`src/rtl/my_uart.sv`:
```
// Loopback UART: TX FIFO -> serial transmitter -> 2-flop synchronizer -> receiver -> RX FIFO.
// 8 data bits + even parity per frame, oversampled at ClkTicks baud ticks per bit.
module my_uart_fifo #(
  parameter int W        = 8,
  parameter int AddrBits = 4
) (
  input  logic         clk,
  input  logic         reset_n,
  input  logic         i_push,
  input  logic [W-1:0] i_data,
  input  logic         i_pop,
  output logic [W-1:0] o_data,
  output logic         o_full,
  output logic         o_empty
);
  localparam int Depth = 2 ** AddrBits;
  localparam logic [AddrBits:0] CntFull = (AddrBits + 1)'(Depth);

  logic [W-1:0]        r_mem [Depth];
  logic [AddrBits-1:0] r_wp;
  logic [AddrBits-1:0] r_rp;
  logic [AddrBits:0]   r_cnt;
  logic                w_push_ok;
  logic                w_pop_ok;

  assign o_full    = (r_cnt == CntFull);
  assign o_empty   = (r_cnt == '0);
  assign w_push_ok = i_push & ~o_full;
  assign w_pop_ok  = i_pop & ~o_empty;
  // First-word fall-through head; reads as zero while empty.
  assign o_data    = o_empty ? '0 : r_mem[r_rp];

  always_ff @(posedge clk or negedge reset_n) begin
    if (!reset_n) begin
      r_wp  <= '0;
      r_rp  <= '0;
      r_cnt <= '0;
    end else begin
      if (w_push_ok) r_wp <= r_wp + 1'b1;
      if (w_pop_ok)  r_rp <= r_rp + 1'b1;
      r_cnt <= r_cnt + (AddrBits + 1)'(w_push_ok) - (AddrBits + 1)'(w_pop_ok);
    end
  end

  always_ff @(posedge clk) begin
    if (w_push_ok) r_mem[r_wp] <= i_data;
  end
endmodule

module my_uart #(
  parameter int DataBits = 9,
  parameter int ClkTicks = 16,
  parameter int AddrBits = 4
) (
  input  logic                          clk,
  input  logic                          reset_n,
  input  logic [11:0]                   FinalValue,
  input  logic [DataBits-2:0]           w_data,
  input  logic                          wr_en,
  output logic                          T_full,
  output logic [DataBits-2:0]           r_data,
  input  logic                          rd_en,
  output logic                          R_empty,
  output logic                          error_check,
  output logic [$clog2(ClkTicks)-1:0]   c_T,
  output logic [$clog2(ClkTicks)-1:0]   c_R,
  output logic [$clog2(DataBits)-1:0]   n_T,
  output logic [$clog2(DataBits)-1:0]   n_R
);
  localparam int DW = DataBits - 1;
  localparam int CW = $clog2(ClkTicks);
  localparam int NW = $clog2(DataBits);
  localparam logic [CW-1:0] CLast = CW'(ClkTicks - 1);
  localparam logic [CW-1:0] CHalf = CW'(ClkTicks / 2 - 1);
  localparam logic [NW-1:0] NLast = NW'(DataBits - 1);

  typedef enum logic [1:0] {IDLE, START, DATA, STOP} state_t;

  logic [11:0]         r_tcnt;
  logic                w_tick;
  logic [DW-1:0]       w_t_head;
  logic                w_t_empty;
  logic                w_t_pop;
  logic                w_t_end;
  logic [DataBits-1:0] w_t_load;
  state_t              r_tstate;
  logic [CW-1:0]       r_ct;
  logic [NW-1:0]       r_nt;
  logic [DataBits-1:0] r_tshift;
  logic                r_tx;
  logic                w_line;
  logic [1:0]          r_sync;
  logic                w_rx;
  state_t              r_rstate;
  logic [CW-1:0]       r_cr;
  logic [NW-1:0]       r_nr;
  logic [DataBits-1:0] r_rshift;
  logic                r_err;
  logic                w_r_push;
  logic                w_r_full;

  assign w_tick = (r_tcnt == FinalValue);

  always_ff @(posedge clk or negedge reset_n) begin
    if (!reset_n) r_tcnt <= '0;
    else          r_tcnt <= w_tick ? '0 : r_tcnt + 12'd1;
  end

  my_uart_fifo #(.W(DW), .AddrBits(AddrBits)) u_tx_fifo (
    .clk     (clk),
    .reset_n (reset_n),
    .i_push  (wr_en),
    .i_data  (w_data),
    .i_pop   (w_t_pop),
    .o_data  (w_t_head),
    .o_full  (T_full),
    .o_empty (w_t_empty)
  );

  // Shifter holds {even parity, data}; popping from STOP chains frames with no idle gap.
  assign w_t_load = {^w_t_head, w_t_head};
  assign w_t_end  = w_tick && (r_ct == CLast);
  assign w_t_pop  = !w_t_empty && ((r_tstate == IDLE) || (r_tstate == STOP && w_t_end));

  always_ff @(posedge clk or negedge reset_n) begin
    if (!reset_n) begin
      r_tstate <= IDLE;
      r_ct     <= '0;
      r_nt     <= '0;
      r_tshift <= '0;
      r_tx     <= 1'b1;
    end else begin
      case (r_tstate)
        IDLE: if (w_t_pop) begin
          r_tshift <= w_t_load;
          r_tx     <= 1'b0;
          r_ct     <= '0;
          r_tstate <= START;
        end
        START: if (w_tick) begin
          if (r_ct == CLast) begin
            r_ct     <= '0;
            r_nt     <= '0;
            r_tx     <= r_tshift[0];
            r_tshift <= {1'b0, r_tshift[DataBits-1:1]};
            r_tstate <= DATA;
          end else r_ct <= r_ct + 1'b1;
        end
        DATA: if (w_tick) begin
          if (r_ct == CLast) begin
            r_ct <= '0;
            if (r_nt == NLast) begin
              r_nt     <= '0;
              r_tx     <= 1'b1;
              r_tstate <= STOP;
            end else begin
              r_nt     <= r_nt + 1'b1;
              r_tx     <= r_tshift[0];
              r_tshift <= {1'b0, r_tshift[DataBits-1:1]};
            end
          end else r_ct <= r_ct + 1'b1;
        end
        STOP: if (w_tick) begin
          if (r_ct == CLast) begin
            r_ct <= '0;
            if (w_t_pop) begin
              r_tshift <= w_t_load;
              r_tx     <= 1'b0;
              r_tstate <= START;
            end else r_tstate <= IDLE;
          end else r_ct <= r_ct + 1'b1;
        end
        default: r_tstate <= IDLE;
      endcase
    end
  end

  assign w_line = r_tx;

  always_ff @(posedge clk or negedge reset_n) begin
    if (!reset_n) r_sync <= 2'b11;
    else          r_sync <= {r_sync[0], w_line};
  end
  assign w_rx = r_sync[1];

  // Samples land mid-bit: START waits half a bit, every later sample is a full bit apart.
  assign w_r_push = (r_rstate == STOP) && w_tick && (r_cr == CLast) && !w_r_full;

  always_ff @(posedge clk or negedge reset_n) begin
    if (!reset_n) begin
      r_rstate <= IDLE;
      r_cr     <= '0;
      r_nr     <= '0;
      r_rshift <= '0;
      r_err    <= 1'b0;
    end else begin
      case (r_rstate)
        IDLE: if (!w_rx) begin
          r_cr     <= '0;
          r_rstate <= START;
        end
        START: if (w_tick) begin
          if (r_cr == CHalf) begin
            r_cr     <= '0;
            r_nr     <= '0;
            r_rstate <= w_rx ? IDLE : DATA;
          end else r_cr <= r_cr + 1'b1;
        end
        DATA: if (w_tick) begin
          if (r_cr == CLast) begin
            r_cr     <= '0;
            r_rshift <= {w_rx, r_rshift[DataBits-1:1]};
            if (r_nr == NLast) begin
              r_nr     <= '0;
              r_rstate <= STOP;
            end else r_nr <= r_nr + 1'b1;
          end else r_cr <= r_cr + 1'b1;
        end
        STOP: if (w_tick) begin
          if (r_cr == CLast) begin
            r_cr     <= '0;
            r_err    <= (^r_rshift) | ~w_rx;
            r_rstate <= IDLE;
          end else r_cr <= r_cr + 1'b1;
        end
        default: r_rstate <= IDLE;
      endcase
    end
  end

  my_uart_fifo #(.W(DW), .AddrBits(AddrBits)) u_rx_fifo (
    .clk     (clk),
    .reset_n (reset_n),
    .i_push  (w_r_push),
    .i_data  (r_rshift[DW-1:0]),
    .i_pop   (rd_en),
    .o_data  (r_data),
    .o_full  (w_r_full),
    .o_empty (R_empty)
  );

  assign error_check = r_err;
  assign c_T = r_ct;
  assign n_T = r_nt;
  assign c_R = r_cr;
  assign n_R = r_nr;
endmodule

```
`config.mk`:
```
export PLATFORM = sky130hd
export DESIGN_NAME = my_uart
export DESIGN_NICKNAME = d
export VERILOG_FILES = /design/src/rtl/my_uart.sv
export SDC_FILE = /design/constraint.sdc
export NUM_CORES = 1
export LEC_CHECK = 0
export CAP_MARGIN = 20
export CORE_ASPECT_RATIO = 1.25
export CORE_MARGIN = 2
export CORE_UTILIZATION = 50
export DETAILED_ROUTE_END_ITERATION = 16
export PLACE_DENSITY = 0.69
export SYNTH_ARGS = -nofsm -noshare
export SYNTH_HDL_FRONTEND = slang
export SYNTH_SLANG_ARGS = --single-unit
```
`constraint.sdc`:
```
create_clock -name clk -period 3.8 [get_ports clk]
set_clock_uncertainty 0.05 [all_clocks]
set_input_delay 0.57 -clock clk [delete_from_list [all_inputs] [get_ports clk]]
set_output_delay 0.57 -clock clk [all_outputs]
set_load 0.01 [all_outputs]
```
Word-level counts from Yosys, hierarchy flattened
Memories as Yosys holds them, arrays and structs flattened.
Index checks and enable logic that the tools add are counted.
{ "op_classes": {"n_reduce_logical": 29, "addsub": 13, "muxes": 67, "eq_ne": 33, "n_bitwise": 10} }
{ "ops": {"columns": ["operator", "count"], "rows": [
  ["two-way mux 4 bit", 18],
  ["two-way mux 9 bit", 8],
  ["one-hot mux 9 bit (4 select lines)", 1],
  ["two-way mux 2 bit", 17],
  ["adder 4 x 1 -> 4 bit (second input constant)", 8],
  ["inequality test 2 bit (second input constant)", 14],
  ["one-hot mux 4 bit (2 select lines)", 3],
  ["== test 4 bit (second input constant)", 4],
  ["two-way mux 8 bit", 2],
  ["one-hot mux 2 bit (4 select lines)", 2],
  ["AND reduction 8 bit", 2],
  ["two-way mux 1 bit", 13],
  ["adder 12 x 1 -> 12 bit (second input constant)", 1],
  ["== test 12 bit", 1],
  ["two-way mux 12 bit", 1],
  ["one-hot mux 4 bit (3 select lines)", 1],
  ["adder 5 x 1 -> 5 bit", 2],
  ["== test 5 bit (second input constant)", 2],
  ["zero test 5 bit", 2],
  ["inequality test 2 x 1 -> 1 bit (second input constant)", 5],
  ["AND reduction 5 bit", 2],
  ["subtractor 5 x 1 -> 5 bit", 2],
  ["AND reduction 3 bit", 3],
  ["parity 9 bit", 1],
  ["other kinds (18)", 37]
]} }
{ "totals": {"output_inout_bits": 27, "mem_bits_rw": 256, "n_memories": 2, "reg_bits": 80} }
{ "memory_table": {"columns": ["memory", "depth", "width", "rd", "rd_clocked_by_memory_dff", "wr", "line", "rtl"], "rows": [
  ["u_rx_fifo.r_mem", 16, 8, 1, 0, 1, "19", "logic [W-1:0] r_mem [Depth];"],
  ["u_tx_fifo.r_mem", 16, 8, 1, 0, 1, "19", null]
]} }

Longest topological paths before layout
Gate-level depths: netlist of run 1.
{ "depth": {"word_depth": 9, "depth_mapped": 15, "depth_no_buf": 14} }

By module
Synthesis of run 1 repeated with hierarchy kept, for this count alone.
{ "unflattened": {"cells_unflattened": 912, "hier_area_um2": 14919.3} }
{ "by_module_without_submodules": {"columns": ["module", "area_each_um2", "instances", "cells_per_inst"], "rows": [
  ["my_uart_fifo at u_rx_fifo", 5856.9, 1, 291],
  ["my_uart_fifo at u_tx_fifo", 5829.3, 1, 293],
  ["my_uart", 3233.1, 1, 328]
]} }

Least setup slack after synthesis of run 1
Ideal clock, no wire load.
{ "synth_timing": {"kind": "register -> register", "startpoint": "reg u_rx_fifo.r_cnt[3]", "endpoint": "reg u_rx_fifo.r_cnt[4]", "arrival_ns": 3.235, "period_less_slack_ns": 3.410, "path_stages_with_launch": 16, "setup_time_ns": 0.125, "path_slack_ns": 0.390, "path_buffers": 1, "required_ns": 3.625, "path_cell_list": "dfrtp_1 -> inv_1 -> ha_1 -> nor4b_1 -> nor2b_1 -> clkbuf_1 -> ha_1 -> inv_1 -> ha_1 -> inv_1 -> fa_1 -> inv_1 -> a21oi_1 -> nor2_1 -> nor2_1 -> xnor2_1"} }
{ "synth_via": {"word_cells_on_any_way": 10, "cone_classes": "add/sub: 2; eq/ne: 1; bitwise: 4; reduce/logical: 3"} }
{ "synth_rtl": {"columns": ["element", "line", "rtl"], "rows": [
  ["start: declaration", "22", "logic [AddrBits:0] r_cnt;"],
  ["start signal: assignment", "41", "r_cnt <= r_cnt + (AddrBits + 1)'(w_push_ok) - (AddrBits + 1)'(w_pop_ok);"],
  ["zero test 5 bit", "27", "assign o_empty = (r_cnt == '0);"],
  ["named net R_empty", "63", "output logic R_empty,"],
  ["inverter 1 bit", "29", "assign w_pop_ok = i_pop & ~o_empty;"],
  ["bitwise AND 1 bit", "29", null],
  ["named net u_rx_fifo.w_pop_ok", "24", "logic w_pop_ok;"],
  ["subtractor 5 x 1 -> 5 bit", "41", null]
]} }
The timed path passes the listed nets, and every way through them passes these cells.
A chain may end at the register's enable or synchronous reset.

Final worst setup path of run 1
{ "layout_timing": {"startpoint": "reg u_rx_fifo.r_rp[0]", "endpoint": "out r_data[1]"} }
{ "layout_via": {"elab_chain_len": 2} }
{ "layout_rtl": {"columns": ["element", "line", "rtl"], "rows": [
  ["start: declaration", "21", "logic [AddrBits-1:0] r_rp;"],
  ["start signal: assignment", "40", "if (w_pop_ok) r_rp <= r_rp + 1'b1;"],
  ["memory read (16 x 8 bit)", null, null],
  ["two-way mux 8 bit", "31", "assign o_data = o_empty ? '0 : r_mem[r_rp];"],
  ["end: declaration", "61", "output logic [DataBits-2:0] r_data,"]
]} }
No other way between the ends.

==> metrics.csv, run 1 <==
stage,metric,value,unit
outcome,outcome,"finished, final reports clean",
sta,worst rel slew slack,38.98,%
sta,Final Max Tran Viols,0,
worst_setup_path,CP required,3.18,ns
die,die height,193.7,µm
logic_synthesis,Seq cells post-synth,336,
clock_network,clock slew at reported path FFs,0.06,ns
grt,vias in the first global route,8100,
die,core area,28400,µm²
worst_setup_path,Startpoint Class,flip-flop,
power_and_ir_drop,worst vdd ir,0.4816,mV
job,Max Cap Viol,0,
logic_synthesis,top-area cell type share of the netlist area,53.42,%
worst_setup_path,CP endpoint kind,output port,
final_layout,post-route insts no fill,1365,
clock_network,Clock Sinks,336,
grt,largest net degree at the start of global routing,69,
worst_setup_path,"critical path fanouts, max",21,
worst_setup_path,Worst path max stage delay,0.58,ns
worst_setup_path,"Critical Path, Cell by Cell",buf_12 > mux4_2 > mux4_2 > nor2b_1 > clkdlybuf4s50_1,
logic_synthesis,top post-synthesis cells by area,"edfxtp_1 53%, dfrtp_1 13%, mux4_2 9.4%, ha_1 2.9%, xnor2_1 2.2%",
place,IO Port Bufs,50,
logic_synthesis,Yosys warning count,0,
clock_network,CTS buffer count,34,
worst_setup_path,"delay-heaviest family, CP",multiplexers,
worst_setup_path,reg-to-reg critical path startpoint,u_tx_fifo.r_rp[0]$_DFFE_PN0P_,
grt,total track usage,18.95,%
logic_synthesis,synthesized cell area,14390,µm²
clock_network,clock root cell,clkbuf_16,
clock_network,CTS tree,yes,
place,pre-CTS setup slack,0.3422,ns
logic_synthesis,Unique masters post-synth,60,
sta,Max Fclk,0.2775,GHz
logic_synthesis,number of synthesized flops with an enable pin,256,
logic_synthesis,Post-Syn Instances,900,
worst_hold_path,hold crit path type,input port to async pin,
drt,post-route ant nets,0,
final_layout,"most common cell after layout, fill and taps aside",edfxtp_1,
sta,Final Hold Fails,0,
die,Top Ports,51,
clock_network,htree depth,2,
grt,grt met2 use,34.23,%
worst_setup_path,Worst Reg-to-Reg Cells,7,
sta,final setup fails,0,
power_and_ir_drop,Pleak,6.174,nW
final_layout,Inserted Diodes,0,
grt,met3 Usage GRT,3.084,%
die,initial core utilization,50.67,%
die,die width,155.7,µm
place,Placed Cells,1306,
logic_synthesis,cell type with the largest total area after synthesis,edfxtp_1,
grt,GRT overflow,0,
grt,antenna violations before repair,0,
worst_setup_path,CP max stage cell,dfrtp_4,
place,GP Congestion,0.8129,
sta,WHS,0.1182,ns
logic_synthesis,"Top FF cell, synth",edfxtp_1,
sta,Final period util,94.83,%
sta,unrepaired setup endpoints after global routing,false,
sta,fin worst setup slack,0.1963,ns
die,die area,30160,µm²
power_and_ir_drop,PwrDens,546.6,nW/µm²
logic_synthesis,post-synthesis sequential area ratio,67.35,%
final_layout,area delta synth->final,15.28,%
drt,post-detailed-routing wire length,27780,µm
drt,DRC viols,0,
place,Detail Placement HPWL,18810,µm
worst_setup_path,worst setup path category,flip-flop to output port,
logic_synthesis,post-synthesis area per instance,15.99,µm²
grt,first-pass GRT wire length,44310,µm
worst_setup_path,FF-to-FF setup slack,0.76,ns
grt,busiest grt layer,met2,
final_layout,# nets final,1046,
clock_network,worst skew pair latency,0.51,ns
drt,Via-to-Cell Ratio,5.719,
sta,worst slew pin tran,0.9119,ns
drt,vias post-DR,7806,
die,row count,69,
clock_network,Max Buffers Root-to-Sink,3,
final_layout,"commonest non-fill, non-tap cells in the layout","256 x edfxtp_1, 75 x dfrtp_1, 60 x mux4_2",
worst_setup_path,CP bufs+invs,2,
worst_setup_path,Critical Path AT,2.98,ns
drt,DR pass1 iterations,4,
grt,routing usage on met1,23.33,%
logic_synthesis,ys async rst share,23.81,%
sta,TNS Setup,0,ns
sta,crit path time final,3.604,ns
worst_setup_path,Crit Reg-Reg Endpoint,r_tshift[8]$_DFFE_PN0P_,
logic_synthesis,Post-Synthesis Net Count,959,
drt,DR WL/cell,20.35,µm
drt,drt initial violations,461,
final_layout,layout cell share with drive strength beyond 1,17.62,%
worst_setup_path,Most Frequent Cell on Critical Path,mux4_2,
logic make-up (layout without fill, tap and decap cells):
kind of cell	Yosys count	in the layout	share of synthesized area, %
XOR/XNOR	49	49	2.982
AO/OA/AOI/OAI	115	115	5.547
multiplexers	97	97	12.10
AND/OR/NAND/NOR	194	194	6.634
buffers and inverters	74	184	2.234
adder cells (fa/ha/maj)	35	35	3.147
flip-flops	336	336	67.35
synthesized netlist by cell type (all sizes together), types with 4 or more instances:
master	count
mux2i	21
mux2	16
and2	10
a22oi	10
a211oi	6
a21oi	21
clkbuf	21
nor2b	15
nand3	18
inv	37
nand2	48
nand4	9
and3	4
nand3b	4
nor2	55
xor2	13
a31oi	7
o21ai	28
mux4	60
nor4	4
ha	33
a221oi	10
nor3	12
buf	16
xnor2	36
dfrtp	77
edfxtp	256
sequential cells by signal, indices dropped and copies added (netlist names), 5 cells and up, named ones only:
signal and flops:
u_rx_fifo.r_mem 128, u_tx_fifo.r_mem 128, r_tshift 9, u_rx_fifo.r_cnt 5, u_tx_fifo.r_cnt 5, r_rshift 9, r_tcnt 12
worst max-delay path by stage:
stage	start	cells after the start	slack, ns	endpoint
finish	u_rx_fifo.r_rp[0]$_DFFE_PN0P_	5	0.20	r_data[1]
global route	u_rx_fifo.r_rp[0]$_DFFE_PN0P_	5	0.07	r_data[7]
CTS	u_rx_fifo.r_rp[0]$_DFFE_PN0P_	5	0.06	r_data[0]
detailed placement	FinalValue[11]	13	0.34	u_tx_fifo.r_cnt[4]$_DFF_PN0_
global placement	FinalValue[4]	13	0.45	u_tx_fifo.r_cnt[4]$_DFF_PN0_
floorplan	u_rx_fifo.r_cnt[3]$_DFF_PN0_	15	0.39	u_rx_fifo.r_cnt[4]$_DFF_PN0_
final cells by class:
type,instances,area (µm²)
Timing Repair Buffer,88,808.3
Fill cell,2167,11810
Sequential cell,336,9698
Multi-Input combinational cell,490,4383
Tap cell,355,444.2
Inverter,37,138.9
Clock buffer,43,958.4
Clock inverter,16,160.2
timing repair:
action,in CTS,in global routing
setup buffers,0,0
hold buffers,0,0
setup endpoints to repair,0,5
gates resized for setup,0,1
report_power, final:
part           total, W  internal, W  switching (W)
registers       0.00449      0.00422       0.000263
logic           0.00125     0.000596       0.000656
clock network   0.00333      0.00199        0.00134
metal layers:
metal	up-vias	part of all wire (%)
li1	3621	-
met1	3983	40
met2	148	54
met3	54	3.7
met4	0	2.6
met5	-	0
metrics by stage:
| step | instance area, µm² | util, % | total power [W] |
|---|---|---|---|
| finish | 16590 | 58.41 | 0.009069 |
| global route | 16590 | 58.41 | 0.009474 |
| CTS | 16590 | 58.40 | 0.009173 |
| detailed placement | 15470 | 54.46 | 0.005838 |
| global placement | 15470 | 54.46 | 0.005804 |
| floorplan | 14390 | - | 0.005409 |
No activity file was read; power rests on OpenSTA's default activity.
==> inputs of run 2 (changes only) <==
Settings changed: CTS_BUF_LIST set to sky130_fd_sc_hd__clkbuf_4 sky130_fd_sc_hd__clkbuf_8, SLEW_MARGIN set to 30.
==> metrics.csv, run 2 (synthesized netlist as in run 1, its figures left out) <==
stage,metric,value,unit,change
die,die width,155.7,µm,unchanged
worst_setup_path,"critical path fanouts, max",21,,unchanged
worst_setup_path,Startpoint Class,flip-flop,,unchanged
final_layout,area delta synth->final,15.18,%,was 15.28%
drt,drt initial violations,472,,was 461
sta,worst rel slew slack,41.03,%,was 38.98%
place,Placed Cells,1306,,unchanged
sta,Max Fclk,0.2821,GHz,was 0.2775 GHz
clock_network,Clock Sinks,336,,unchanged
worst_setup_path,worst setup path category,flip-flop to output port,,unchanged
clock_network,htree depth,2,,unchanged
place,GP Congestion,0.8129,,unchanged
place,Area after DPL,15470,µm²,unchanged
die,die area,30160,µm²,unchanged
drt,post-route ant nets,0,,unchanged
worst_setup_path,CP endpoint kind,output port,,unchanged
worst_setup_path,Critical Path AT,2.93,ns,was 2.98 ns
drt,Via-to-Cell Ratio,5.659,,was 5.719
clock_network,clock slew at reported path FFs,0.06,ns,about the same
final_layout,"commonest non-fill, non-tap cells in the layout","256 x edfxtp_1, 75 x dfrtp_1, 60 x mux4_2",,unchanged
sta,unrepaired setup endpoints after global routing,false,,unchanged
grt,first-pass GRT wire length,44550,µm,"was 44,310 µm"
drt,DR WL/cell,19.76,µm,was 20.35 µm
sta,crit path time final,3.545,ns,was 3.604 ns
power_and_ir_drop,Overall Power,0.008803,W,was 0.009069 W
sta,TNS Setup,0,ns,unchanged
final_layout,fin area,16580,µm²,"was 16,590 µm²"
grt,GRT overflow,0,,unchanged
sta,Final Hold Fails,0,,unchanged
die,row count,69,,unchanged
drt,DRC viols,0,,unchanged
outcome,outcome,"finished, final reports clean",,unchanged
clock_network,clock root cell,clkbuf_8,,was clkbuf_16
final_layout,Regs by FF count,"u_rx_fifo.r_mem: 128 flops, u_tx_fifo.r_mem: 128 flops, r_tcnt: 12 flops",,unchanged
clock_network,worst skew pair latency,0.56,ns,was 0.51 ns
sta,final setup fails,0,,unchanged
grt,antenna violations before repair,0,,unchanged
drt,DR pass1 iterations,5,,was 4
final_layout,layout cell share with drive strength beyond 1,20.36,%,was 17.62%
die,die height,193.7,µm,unchanged
power_and_ir_drop,Pleak,6.225,nW,was 6.174 nW
sta,worst slew pin tran,0.8813,ns,was 0.9119 ns
grt,vias in the first global route,8230,,"was 8,100"
worst_setup_path,CP required,3.18,ns,about the same
sta,Final period util,93.29,%,was 94.83%
grt,largest net degree at the start of global routing,69,,unchanged
drt,post-detailed-routing wire length,27780,µm,about the same
place,Detail Placement HPWL,18810,µm,unchanged
job,Max Cap Viol,0,,unchanged
drt,vias post-DR,7956,,"was 7,806"
grt,total track usage,18.96,%,was 18.95%
clock_network,CTS buffer count,51,,was 34
final_layout,# nets final,1069,,"was 1,046"
final_layout,final core utilization,58.36,%,was 58.41%
worst_hold_path,hold crit path type,flip-flop to flip-flop,,was input port to async pin
clock_network,Max Buffers Root-to-Sink,3,,unchanged
power_and_ir_drop,worst vdd ir,0.4169,mV,was 0.4816 mV
die,initial core utilization,50.67,%,unchanged
clock_network,CTS tree,yes,,unchanged
final_layout,Inserted Diodes,0,,unchanged
power_and_ir_drop,PwrDens,531.1,nW/µm²,was 546.6 nW/µm²
sta,Final Max Tran Viols,0,,unchanged
die,Top Ports,51,,unchanged
final_layout,post-route insts no fill,1406,,"was 1,365"
die,core area,28400,µm²,unchanged
final_layout,"most common cell after layout, fill and taps aside",edfxtp_1,,unchanged
place,IO Port Bufs,50,,unchanged
run 2: cell types whose count changed in the layout (fill, tap and decap cells not counted):
cell | before | now
inv_4 | 0 | 1
clkbuf_8 | 1 | 55
buf_4 | 37 | 41
dlygate4sd3_1 | 0 | 1
clkbuf_1 | 5 | 0
clkinv_2 | 5 | 6
clkbuf_4 | 0 | 16
clkinvlp_4 | 4 | 0
buf_6 | 0 | 1
clkinv_1 | 4 | 13
clkbuf_16 | 37 | 0
run 2: worst paths after layout:
path	cells after the start	to	slack (ns)	startpoint
max	5	r_data[1]	0.25	u_rx_fifo.r_rp[0]$_DFFE_PN0P_
min	0	r_sync[1]$_DFF_PN1_	0.31	r_sync[0]$_DFF_PN1_
max reg2reg	7	r_tshift[8]$_DFFE_PN0P_	0.78	u_tx_fifo.r_rp[0]$_DFFE_PN0P_
min reg2reg	0	r_sync[1]$_DFF_PN1_	0.31	r_sync[0]$_DFF_PN1_
max in group asynchronous	3	u_rx_fifo.r_wp[0]$_DFFE_PN0P_	2.50	reset_n
min in group asynchronous	2	r_tcnt[2]$_DFF_PN0_	0.53	reset_n
run 2: cell type report:
| type | count | area, µm² |
|---|---|---|
| flip-flops and latches | 336 | 9698 |
| well taps | 355 | 444.2 |
| clock inverters | 23 | 175.2 |
| repair buffers | 94 | 859.6 |
| multi-input cells | 490 | 4383 |
| fillers | 2205 | 11830 |
| inverters | 37 | 138.9 |
| clock buffers | 71 | 877.1 |
run 2: power by group:
group          leakage (nW)  switching (W)  internal (W)  total (W)
registers              3.65       0.000244       0.00422    0.00447
logic                  2.01       0.000685      0.000629    0.00131
clock network         0.560        0.00133       0.00170    0.00302
total                  6.23        0.00226       0.00655    0.00880
run 2: what timing repair did:
action                                  CTS  global route
endpoints found under the setup margin    3             1
gates resized for setup                   1             0
hold buffers                              0             1
setup buffers                             0             5
hold endpoints to repair                  0             2
run 2: metal layers:
| metal | vias up | global-route usage, % | wire length [µm] |
|---|---|---|---|
| li1 | 3684 | - | - |
| met1 | 4033 | 23.30 | 11070 |
| met2 | 177 | 34.12 | 14960 |
| met3 | 62 | 3.219 | 1027 |
| met4 | 0 | 5.980 | 721 |
| met5 | - | 0 | 0 |
run 2: critical path, cell delays in order, from the launching register on:
cell	delay [ns]
dfrtp_4	0.49
buf_12	0.22
mux4_2	0.56
mux4_2	0.47
nor2b_1	0.14
clkdlybuf4s50_1	0.47
run 2: per-stage QoR:
step	hold WS, ns	setup slack (ns)
final	0.3144	0.2549
after CTS	0.08984	0.06916
after detailed placement	0.2987	0.3422
after global routing	0.3212	0.1408
after floorplan	0.2244	0.3903
after global placement	0.2966	0.4493
